--- src/rtl/alu.sv ---
// Registered ALU: add, subtract, AND, OR with a signed-overflow flag.
// Operands and opcode are sampled on the rising edge; Y/OVF appear one cycle later.
module alu #(
  parameter int WIDTH = 8
) (
  input  logic             clk,
  input  logic             reset,
  input  logic [WIDTH-1:0] A,
  input  logic [WIDTH-1:0] B,
  input  logic [1:0]       OP_SEL,
  output logic [WIDTH-1:0] Y,
  output logic             OVF
);

  typedef enum logic [1:0] {
    OP_ADD = 2'b00,
    OP_SUB = 2'b01,
    OP_AND = 2'b10,
    OP_OR  = 2'b11
  } op_e;

  localparam int MSB = WIDTH - 1;

  op_e              op;
  logic [WIDTH-1:0] b_operand;
  logic [WIDTH-1:0] carry_in;
  logic [WIDTH-1:0] sum;
  logic             sum_ovf;
  logic [WIDTH-1:0] y_next;
  logic             ovf_next;

  assign op = op_e'(OP_SEL);

  // One adder serves both ADD and SUB: subtraction is A + ~B + 1.
  always_comb begin
    b_operand = (op == OP_SUB) ? ~B : B;
    carry_in  = (op == OP_SUB) ? WIDTH'(1) : '0;
    sum       = A + b_operand + carry_in;
    // Signed overflow: same-signed adder inputs giving a result of the other sign.
    sum_ovf   = (A[MSB] == b_operand[MSB]) && (sum[MSB] != A[MSB]);
  end

  // NOTE: every always_comb output gets a default first so no path can infer a latch.
  always_comb begin
    y_next   = '0;
    ovf_next = 1'b0;
    unique case (op)
      OP_ADD, OP_SUB: begin
        y_next   = sum;
        ovf_next = sum_ovf;
      end
      OP_AND: y_next = A & B;
      OP_OR:  y_next = A | B;
    endcase
  end

  // NOTE: registers use non-blocking assignments so all flops update from pre-edge values.
  always_ff @(posedge clk) begin
    if (reset) begin
      Y   <= '0;
      OVF <= 1'b0;
    end else begin
      Y   <= y_next;
      OVF <= ovf_next;
    end
  end

endmodule

--- config.mk ---
export PLATFORM = sky130hd
export DESIGN_NAME = alu
export DESIGN_NICKNAME = d
export VERILOG_FILES = /design/src/rtl/alu.sv
export SDC_FILE = /design/constraint.sdc
export NUM_CORES = 1
export LEC_CHECK = 0
export ABC_CLOCK_PERIOD_IN_PS = 4950
export BUFFER_PORTS_ARGS = -buffer_cell sky130_fd_sc_hd__buf_4
export CAP_MARGIN = 20
export CORE_MARGIN = 1
export CORE_UTILIZATION = 54
export DETAILED_ROUTE_END_ITERATION = 12
export GPL_TIMING_DRIVEN = 0
export PLACE_DENSITY = 0.91
export SYNTH_ARGS = -nofsm -noshare
export SYNTH_HDL_FRONTEND = slang
export SYNTH_SLANG_ARGS = --single-unit
--- constraint.sdc ---
create_clock -name clk -period 4.95 [get_ports clk]
set_input_delay 0.99 -clock clk [delete_from_list [all_inputs] [get_ports clk]]
set_output_delay 0.99 -clock clk [all_outputs]
set_load 0.05 [all_outputs]
==> summary.md, run 1 <==
| Metric | Value |
|---|---|
| Deepest clock path buffer count | `2` |
| Fin crit period | `3.46 ns` |
| N_diodes | `0` |
| DRT iter0 DRCs | `8` |
| Critical Path RT | `between 5 and 6 ns` |
| I/O pin count | `29` |
| Core ar. | `around 0.0015 mm2` |
| TritonRoute pass-1 iters | `4` |
| Largest net degree at the start of global routing | `11` |
| Layout area overhead | `26.5%` |
| CP Launch Type | `primary input` |
| Post-route DRC violation count | `0` |
| Height of the die | `43.1 um` |
| # port buffers | `26` |
| Yosys top cell by area | `dfxtp_1` |
| Post-synth EDFFs | `0` |
| Maximum vdd drop | `125 uV` |
| Synth Instances | `117` |
| Post-CTS setup buffers | `0` |
| Top cells by area, synth | `dfxtp_1 (20%), ha_1 (12%), xnor2_1 (8.7%)` |
| Power consumption | `0.282 mW` |
| WL final | `1930 um` |
| Fin util | `0.748` |
| Synth warnings | `0` |
| #FFs+latches synth | `9` |
| Fill cells | `113` |
| Gpl congestion | `0.818` |
| Seq/Total Area, Yosys | `0.198` |
| Row count | `14` |
| Post-synth ARST share | `0` |
| Mapped Nets | `147` |
| Synth Cell Area | `911 um2` |
| CTS tree | `built` |
| HP Class | `in2reg` |
| Synth top area share | `0.198` |
| Die span in x | `43.1 um` |
| ANT nets after route | `0` |
| Hold path start | `B[4]` |
| Final cell count without fillers | `163` |
| CTS sink cnt | `9` |
| Max-slew violations | `0` |
| Synth unique cells | `35` |
| Post-synthesis area per instance | `around 7.8 um2` |
| GRT overflow | `0` |
| Status | `finished, final reports clean` |
| Clock Tree Root | `clkbuf_4` |
| Worst Path Arrival | `roughly 3.6 ns` |
| Crit end category | `register` |
| Commonest non-fill, non-tap cell in the layout | `buf_4` |
| Post-CTS Resized | `0` |
| Worst-path clk slew | `0.06 ns` |
| Max-cap check violation count | `0` |
| Post-DP HPWL | `~1600 um` |
| Final Hold Fails | `0` |
| Vias in the first global route | `just under 900` |
| Total CTS buffers | `3` |
| Initial Utilization | `0.591` |
| H-tree depth | `1` |
| Post-DR wirelength/cell | `around 12 um` |
| GRT Total Usage | `0.228` |
| Share of post-route cells with drive strength above 1 | `0.218` |
| Static leakage | `0.513 nW` |
| Final Cycle Share | `0.698` |
| Unrepaired setup endpoints after global routing | `false` |
| Crit path kind | `in2reg` |
| Die area | `between 0.0015 and 0.002 mm2` |
| Cell Pwr Density | `~240 mW/mm2` |
| Max Fclk | `0.289 GHz` |
| Initial antenna violation count | `0` |
| Vias per std cell | `5.56` |
| Slew margin rel. | `0.657` |
| CP max FO | `8` |
| Vias | `907` |
| First-pass GRT wire length | `3290 um` |
| Net count, final | `178` |
| Setup TNS | `0 ns` |
| Inst Count DP | `159` |
| Worst-Margin Slew | `just over 0.5 ns` |
| Final setup viols | `0` |
| Hold_buf cts | `0` |
| Worst Setup SP | `OP_SEL[1]` |
| Commonest cells after routing, fill and taps aside | `buf_4 (26), nor2_1 (12)` |
| Top FF cell, synth | `dfxtp_1` |
## worst paths after layout
| kind | to | slack [ns] | cells past startpoint |
|---|---|---|---|
| max | Y[7] | 1.49 | 12 |
| min | Y[4] | 1.03 | 3 |
## Yosys cell counts, types with 2 or more instances
master,count
nor2_1,12
a21oi_1,9
dfxtp_1,9
ha_1,9
xnor2_1,9
inv_1,7
nand2_1,7
o21ai_0,7
clkbuf_1,6
a311oi_1,3
mux2i_1,3
nand3_1,3
nor4_1,3
a21boi_0,2
a31o_1,2
and2_1,2
buf_6,2
maj3_1,2
nand2b_1,2
nor3_1,2
nor3b_1,2
## through the flow
step | area [um2] | hold WS [ns] | worst slack [ns]
floorplan | 911 | 1.15 | 1.57
global placement | 1130 | 1.29 | 1.29
detailed placement | 1130 | 1.29 | 1.24
CTS | 1150 | 1.03 | 1.48
global route | 1150 | 1.03 | 1.40
finish | 1150 | 1.03 | 1.49
## cell families after synthesis
| kind of cell | synth area share |
|---|---|
| buf+inv | 0.0824 |
| simple gates | 0.240 |
| xor+xnor | 0.0962 |
| mux | 0.0330 |
| fa+ha+maj | 0.168 |
| flops | 0.198 |
| compound gates | 0.183 |
## routing by layer
metal,global-route usage,wire [um],vias to the layer above
li1,-,-,471
met1,0.231,887,412
met2,0.461,964,20
met3,0.0213,65,4
met4,0.0909,10,0
met5,0,0,-
## flip-flops by register name (all words and copies together), names as in the netlist
name / cells
OVF: 1
Y: 8
## power by group
part           leakage (nW)  switching [mW]  internal [mW]
Clock                0.0150          0.0226         0.0309
Combinational         0.423          0.0846         0.0615
Sequential           0.0749         0.00173         0.0804
Total                 0.513           0.109          0.173
## worst max-delay path, stage by stage
cell,delay (ns)
buf_4,0.10
nand2b_1,0.09
clkbuf_1,0.41
xnor2_1,0.21
ha_1,0.29
a21oi_1,0.17
o211ai_2,0.14
a31o_1,0.24
buf_6,0.13
or4b_1,0.48
a31o_1,0.23
a21oi_1,0.15
## cell type report
| cell class | instances | area [um2] | share of cell area |
|---|---|---|---|
| multi-input combinational | 92 | 656 | 0.569 |
| timing repair buffer | 26 | 195 | 0.169 |
| sequential | 9 | 180 | 0.156 |
| buffer | 9 | 48.8 | 0.0423 |
| clock buffer | 4 | 26.3 | 0.0228 |
| inverter | 7 | 26.3 | 0.0228 |
| tap | 16 | 20.0 | 0.0174 |
(Power assumes the default switching activity.)
==> inputs of run 2 (changes only) <==
==> config.mk (replaced) <==
export PLATFORM = sky130hd
export DESIGN_NAME = alu
export DESIGN_NICKNAME = d
export VERILOG_FILES = /design/src/rtl/alu.sv
export SDC_FILE = /design/constraint.sdc
export NUM_CORES = 1
export LEC_CHECK = 0
export ABC_CLOCK_PERIOD_IN_PS = 3000
export BUFFER_PORTS_ARGS = -buffer_cell sky130_fd_sc_hd__buf_4
export CAP_MARGIN = 20
export CORE_MARGIN = 1
export CORE_UTILIZATION = 45
export DETAILED_ROUTE_END_ITERATION = 12
export GPL_TIMING_DRIVEN = 0
export PLACE_DENSITY = 0.82
export SYNTH_ARGS = -nofsm -noshare
export SYNTH_HDL_FRONTEND = slang
export SYNTH_SLANG_ARGS = --single-unit
==> constraint.sdc (replaced) <==
create_clock -name clk -period 3 [get_ports clk]
set_input_delay 0.6 -clock clk [delete_from_list [all_inputs] [get_ports clk]]
set_output_delay 0.6 -clock clk [all_outputs]
set_load 0.05 [all_outputs]
==> run 2 against run 1 <==
Net effect: routed wire length up 9.2%; sequential power up 66%; sequential share of layout area down 0.23 points; critical path type unchanged; critical endpoint unchanged; largest cell class unchanged.
==> summary.md, run 2 (synthesis results as in run 1) <==
| Metric | Value |
|---|---|
| Grt met3 use | `0.0154 (was 0.0213)` |
| Max-cap check violation count | `0 (unchanged)` |
| Share of post-route cells with drive strength above 1 | `0.233 (was 0.218)` |
| CTS tree | `built (unchanged)` |
| PnR worst setup slack | `0.119 ns (was 1.49 ns)` |
| Crit path kind | `in2reg (unchanged)` |
| Core ar. | `0.00180 mm2 (was 0.00154 mm2)` |
| First-pass GRT wire length | `3270 um (was 3290 um)` |
| Worst-path clk slew | `0.05 ns (was 0.06 ns)` |
| CP top delay family | `compound AO/OA/AOI/OAI gates (unchanged)` |
| GRT overflow | `0 (unchanged)` |
| ANT nets after route | `0 (unchanged)` |
| Hold WS | `0.648 ns (was 1.03 ns)` |
| Net count, final | `177 (was 178)` |
| Hold path start | `B[4] (unchanged)` |
| Deepest clock path buffer count | `2 (unchanged)` |
| Final cell count without fillers | `171 (was 163)` |
| Maximum vdd drop | `196 uV (was 125 uV)` |
| Max stage delay cell, worst path | `or4b_1 (unchanged)` |
| WL final | `2110 um (was 1930 um)` |
| GRT Total Usage | `0.209 (was 0.228)` |
| Gr busiest metal | `met2 (unchanged)` |
| CP Launch Type | `primary input (unchanged)` |
| GRT met2 Usage | `0.383 (was 0.461)` |
| Max FFs per register | `8 (unchanged)` |
| CTS sink cnt | `9 (unchanged)` |
| Fill cells | `168 (was 113)` |
| Crit end category | `register (unchanged)` |
| Vias per std cell | `5.37 (was 5.56)` |
| Inst Count DP | `168 (was 159)` |
| Biggest register | `Y (unchanged)` |
| Pint | `0.286 mW (was 0.173 mW)` |
| Comb pwr share | `0.522 (was 0.519)` |
| Unrepaired setup endpoints after global routing | `false (unchanged)` |
| Critical path buffer and inverter count | `2 (was 3)` |
| Commonest non-fill, non-tap cell in the layout | `buf_4 (unchanged)` |
| Final Hold Fails | `0 (unchanged)` |
| Status | `finished, final reports clean (unchanged)` |
| Slew margin rel. | `0.700 (was 0.657)` |
| Critical Path RT | `3.17 ns (was 5.12 ns)` |
| Die area | `0.00221 mm2 (was 0.00186 mm2)` |
| I/O pin count | `29 (unchanged)` |
| Post-route DRC violation count | `0 (unchanged)` |
| Post-CTS Resized | `1 (was 0)` |
| Final Cycle Share | `0.960` |
| Net Sw Frac | `0.388 (was 0.387)` |
| Vias | `919 (was 907)` |
| Commonest cells after routing, fill and taps aside | `buf_4 (26), nor2_1 (12), dfxtp_1 (9), a21oi_1 (9), ha_1 (9) (was buf_4 (26), nor2_1 (12))` |
| Initial Utilization | `0.506 (was 0.591)` |
| Die span in x | `47.0 um (was 43.1 um)` |
| Gpl congestion | `0.733 (was 0.818)` |
| Placement Setup Slack | `-0.312 ns (was 1.24 ns)` |
| DRT iter0 DRCs | `20 (was 8)` |
| Hold_buf cts | `0 (unchanged)` |
| Fin crit period | `2.88 ns` |
| Layout area overhead | `28.4% (was 26.5%)` |
| Hold depth | `3 (unchanged)` |
| # port buffers | `26 (unchanged)` |
| Sequential Power Share | `0.290 (was 0.292)` |
| Biggest cell delay along the critical path | `0.46 ns (was 0.48 ns)` |
| Vias in the first global route | `816 (was 875)` |
| Worst Path Arrival | `3.05 ns (was 3.63 ns)` |
| Max-slew violations | `0 (unchanged)` |
| GR Util met1 | `0.246 (was 0.231)` |
| Post-DR wirelength/cell | `12.3 um (was 11.8 um)` |
| Fin util | `0.649 (was 0.748)` |
| Post-CTS setup buffers | `0 (unchanged)` |
| Switch Pwr | `0.182 mW (was 0.109 mW)` |
| Height of the die | `47.0 um (was 43.1 um)` |
| CP max FO | `8 (unchanged)` |
| Clock share of power | `0.188 (was 0.190)` |
| Total CTS buffers | `3 (unchanged)` |
| HP Class | `in2reg (unchanged)` |
| TritonRoute pass-1 iters | `4 (unchanged)` |
| Static leakage | `0.518 nW (was 0.513 nW)` |
| Initial antenna violation count | `0 (unchanged)` |
| Max Fclk | `0.347 GHz` |
| H-tree depth | `1 (unchanged)` |
| Row count | `15 (was 14)` |
| Largest net degree at the start of global routing | `11 (unchanged)` |
| Crit path cell chain | `buf_4 -> nand2b_2 -> xnor2_2 -> ha_1 -> a21oi_1 -> o211ai_2 -> a31o_1 -> buf_6 -> or4b_1 -> a31o_1 -> a21oi_1 (was buf_4 -> nand2b_1 -> clkbuf_1 -> xnor2_1 -> ha_1 -> a21oi_1 -> o211ai_2 -> a31o_1 -> buf_6 -> or4b_1 -> a31o_1 -> a21oi_1)` |
| Worst-Margin Slew | `0.450 ns (was 0.514 ns)` |
| N_diodes | `0 (unchanged)` |
| Post-DP HPWL | `1680 um (was 1600 um)` |
| Cell Pwr Density | `400 mW/mm2 (was 244 mW/mm2)` |
| Final setup viols | `0 (unchanged)` |
| Clock Tree Root | `clkbuf_4 (unchanged)` |
| WHS Endpoint | `Y[4] (unchanged)` |
| Largest regs | `Y: 8 flops, OVF: 1 flops (unchanged)` |
-- run 2: changes by cell type in the layout (fill, tap and decap cells not counted), sizes merged --
cell / delta
clkbuf: -1
-- run 2: per-stage QoR --
stage | instance area [um2] | TNS, ns | total power, mW
2_1_floorplan | 911 | 0 | 0.311
3_3_place_gp | 1140 | -0.363 | 0.372
3_5_place_dp | 1140 | -0.466 | 0.379
4_1_cts | 1160 | 0 | 0.468
5_1_grt | 1170 | 0 | 0.502
6_report | 1170 | 0 | 0.468
-- run 2: cell type report --
cell class / instances / area, um2 / share of cell area
Buffer: 8 / 45.0 / 0.0385
Timing Repair Buffer: 26 / 195 / 0.167
Multi-Input combinational cell: 92 / 666 / 0.569
Tap cell: 25 / 31.3 / 0.0267
Sequential cell: 9 / 180 / 0.154
Inverter: 7 / 26.3 / 0.0225
Clock buffer: 4 / 26.3 / 0.0225
-- run 2: worst min-delay path, stage by stage --
cell	delay (ns)
buf_4	0.12
nand2_1	0.05
a311oi_1	0.08
-- run 2: metal layers --
layer | vias to the layer above | routed length, um | part of all wire
met5 | - | 0 | 0
li1 | 469 | - | -
met3 | 4 | 114 | 0.054
met4 | 0 | 19 | 0.0090
met2 | 29 | 1130 | 0.54
met1 | 417 | 838 | 0.40
-- run 2: power groups by stage --
stage          combinational [mW]  clock (mW)  sequential (mW)
4_1_cts                     0.242      0.0898            0.136
6_report                    0.244      0.0881            0.136
5_1_grt                     0.265      0.0996            0.137
2_1_floorplan               0.126           0            0.185
3_5_place_dp                0.241           0            0.138
3_3_place_gp                0.234           0            0.138
-- run 2: worst max-delay path by stage --
stage / end / start / cells after the start / slack [ns]
after detailed placement: Y[7] / OP_SEL[1] / 12 / -0.31
after floorplan: Y[7] / OP_SEL[0] / 12 / 0.008
after global placement: Y[7] / OP_SEL[1] / 12 / -0.28
final: Y[7] / OP_SEL[1] / 11 / 0.12
after global routing: Y[7] / OP_SEL[1] / 11 / 0.01
after CTS: Y[7] / OP_SEL[1] / 11 / 0.1
==> inputs of run 3 (changes only) <==
--- a/config.mk
+++ b/config.mk
@@ -5,7 +5,6 @@
 export SDC_FILE = /design/constraint.sdc
 export NUM_CORES = 1
 export LEC_CHECK = 0
-export ABC_CLOCK_PERIOD_IN_PS = 3000
 export BUFFER_PORTS_ARGS = -buffer_cell sky130_fd_sc_hd__buf_4
 export CAP_MARGIN = 20
 export CORE_MARGIN = 1
==> constraint.sdc (replaced) <==
create_clock -name clk -period 2.6 [get_ports clk]
set_input_delay 0.52 -clock clk [delete_from_list [all_inputs] [get_ports clk]]
set_output_delay 0.52 -clock clk [all_outputs]
set_load 0.05 [all_outputs]
==> run 3 against run 2 <==
Net effect: die area did not move; largest cell class unchanged; highest routed layer unchanged; largest power group unchanged; count of clock-buffer cells in the layout unchanged; total power rose by 35%; combinational power rose by 51%; routed wire length rose by 26%.
==> summary.md, run 3 (synthesis results as in run 1) <==
| Metric | Value |
|---|---|
| Status | `finished, final reports clean (unchanged)` |
| Initial antenna violation count | `0 (unchanged)` |
| Die span in x | `47.0 um (unchanged)` |
| Post-DR wirelength/cell | `14.6 um (was 12.3 um)` |
| Worst Path Arrival | `2.75 ns (was 3.05 ns)` |
| Post-route DRC violation count | `0 (unchanged)` |
| Layout area overhead | `52.3% (was 28.4%)` |
| H-tree depth | `1 (unchanged)` |
| Crit end category | `register (unchanged)` |
| Fin util | `0.770 (was 0.649)` |
| Core ar. | `0.00180 mm2 (unchanged)` |
| # port buffers | `26 (unchanged)` |
| Initial Utilization | `0.506 (unchanged)` |
| Net count, final | `187 (was 177)` |
| Crit path kind | `in2reg (unchanged)` |
| Cell Pwr Density | `454 mW/mm2 (was 400 mW/mm2)` |
| Commonest non-fill, non-tap cell in the layout | `buf_4 (unchanged)` |
| Largest regs | `Y: 8 flops, OVF: 1 flops (unchanged)` |
| Max FFs per register | `8 (unchanged)` |
| Post-DP HPWL | `1620 um (was 1680 um)` |
| WL final | `2650 um (was 2110 um)` |
| Worst-path clk slew | `0.06 ns (was 0.05 ns)` |
| Height of the die | `47.0 um (unchanged)` |
| Critical Path RT | `2.79 ns (was 3.17 ns)` |
| CTS tree | `built (unchanged)` |
| CP Launch Type | `primary input (unchanged)` |
| Setup TNS | `0 ns (unchanged)` |
| First-pass GRT wire length | `3420 um (was 3270 um)` |
| Final setup viols | `0 (unchanged)` |
| Worst Setup SP | `OP_SEL[1] (unchanged)` |
| Max-cap check violation count | `0 (unchanged)` |
| Worst setup endpoint | `Y[7] (unchanged)` |
| Biggest register | `Y (unchanged)` |
| Share of post-route cells with drive strength above 1 | `0.372 (was 0.233)` |
| Fill cells | `135 (was 168)` |
| Post-Layout Inst Area | `0.00139 mm2 (was 0.00117 mm2)` |
| Max Fclk | `~0.4 GHz` |
| HP Class | `in2reg (unchanged)` |
| Clock Tree Root | `clkbuf_4 (unchanged)` |
| TritonRoute pass-1 iters | `4 (unchanged)` |
| Largest net degree at the start of global routing | `11 (unchanged)` |
| Fin crit period | `2.56 ns` |
| Vias | `1048 (was 919)` |
| Vias in the first global route | `861 (was 816)` |
| CP max FO | `8 (unchanged)` |
| DRT iter0 DRCs | `22 (was 20)` |
| Total CTS buffers | `3 (unchanged)` |
| N_diodes | `0 (unchanged)` |
| Hold path start | `B[4] (unchanged)` |
| CTS sink cnt | `9 (unchanged)` |
| Placed Area | `0.00116 mm2 (was 0.00114 mm2)` |
| Deepest clock path buffer count | `2 (unchanged)` |
| Final Hold Fails | `0 (unchanged)` |
| Row count | `15 (unchanged)` |
| Die area | `0.00221 mm2 (unchanged)` |
| Max-slew violations | `0 (unchanged)` |
| Static leakage | `0.606 nW (was 0.518 nW)` |
| Maximum vdd drop | `230 uV (was 196 uV)` |
| Vias per std cell | `5.79 (was 5.37)` |
| Final Cycle Share | `0.986` |
| Multi-input gate area | `800 um2 (was 666 um2)` |
| I/O pin count | `29 (unchanged)` |
| GRT Total Usage | `0.217 (was 0.209)` |
| Slew margin rel. | `0.684 (was 0.700)` |
| ANT nets after route | `0 (unchanged)` |
| Gpl congestion | `0.739 (was 0.733)` |
| GRT overflow | `0 (unchanged)` |
| Commonest cells after routing, fill and taps aside | `buf_4 (36), nor2_1 (12), dfxtp_1 (9) (was buf_4 (26), nor2_1 (12), dfxtp_1 (9), a21oi_1 (9), ha_1 (9))` |
| Reg area | `180 um2 (unchanged)` |
| Worst-Margin Slew | `0.474 ns (was 0.450 ns)` |
run 3: worst min-delay path by stage:
stage	to	slack, ns	depth (start not counted)
detailed placement	Y[4]	0.83	3
global placement	Y[4]	0.82	3
global route	Y[4]	0.56	3
CTS	Y[4]	0.56	3
floorplan	Y[4]	0.68	2
finish	Y[4]	0.56	3
run 3: per-stage QoR:
stage	hold WS [ns]	setup WS, ns	cells	total power [mW]
after floorplan	0.679	-0.0830	117	0.364
after global placement	0.820	-0.348	168	0.434
after detailed placement	0.829	-0.371	168	0.442
after CTS	0.563	0.00526	178	0.568
after global routing	0.561	-0.0143	181	0.664
final	0.564	0.0354	181	0.630
run 3: area by class of cell:
type,instances,share of cell area
buffer,8,0.0388
clock buffer,4,0.0189
inverter,7,0.0189
multi-input combinational,92,0.576
sequential,9,0.130
tap,25,0.0225
timing repair buffer,36,0.195
run 3: repair_timing:
action,in CTS,in global routing
resized for setup,6,17
endpoints found under the setup margin,1,2
hold buffers,0,0
buffers inserted,7,3
pin swaps,8,14
cloned,0,0
run 3: critical path, cell delays in order:
cell and delay, ns:
buf_4 0.12, nand2b_4 0.14, buf_12 0.14, xnor2_4 0.20, ha_4 0.24, a21oi_2 0.14
o211ai_2 0.11, a31o_4 0.26, or4b_1 0.50, a31o_1 0.24, a21oi_2 0.13
run 3: per-layer routing:
layer / wire length (um) / vias up / share of wire / track usage
met1: 1010 / 494 / 0.38 / 0.234
met3: 150 / 13 / 0.057 / 0.00769
met4: 85 / 0 / 0.032 / 0.120
li1: - / 489 / - / -
met2: 1400 / 52 / 0.53 / 0.419
met5: 0 / - / 0 / 0
run 3: power breakdown:
part           total [mW]  internal [mW]  switching, mW  leakage (nW)
clock network       0.105         0.0589         0.0457        0.0150
logic               0.369          0.170          0.198         0.516
registers           0.156          0.153        0.00339        0.0749
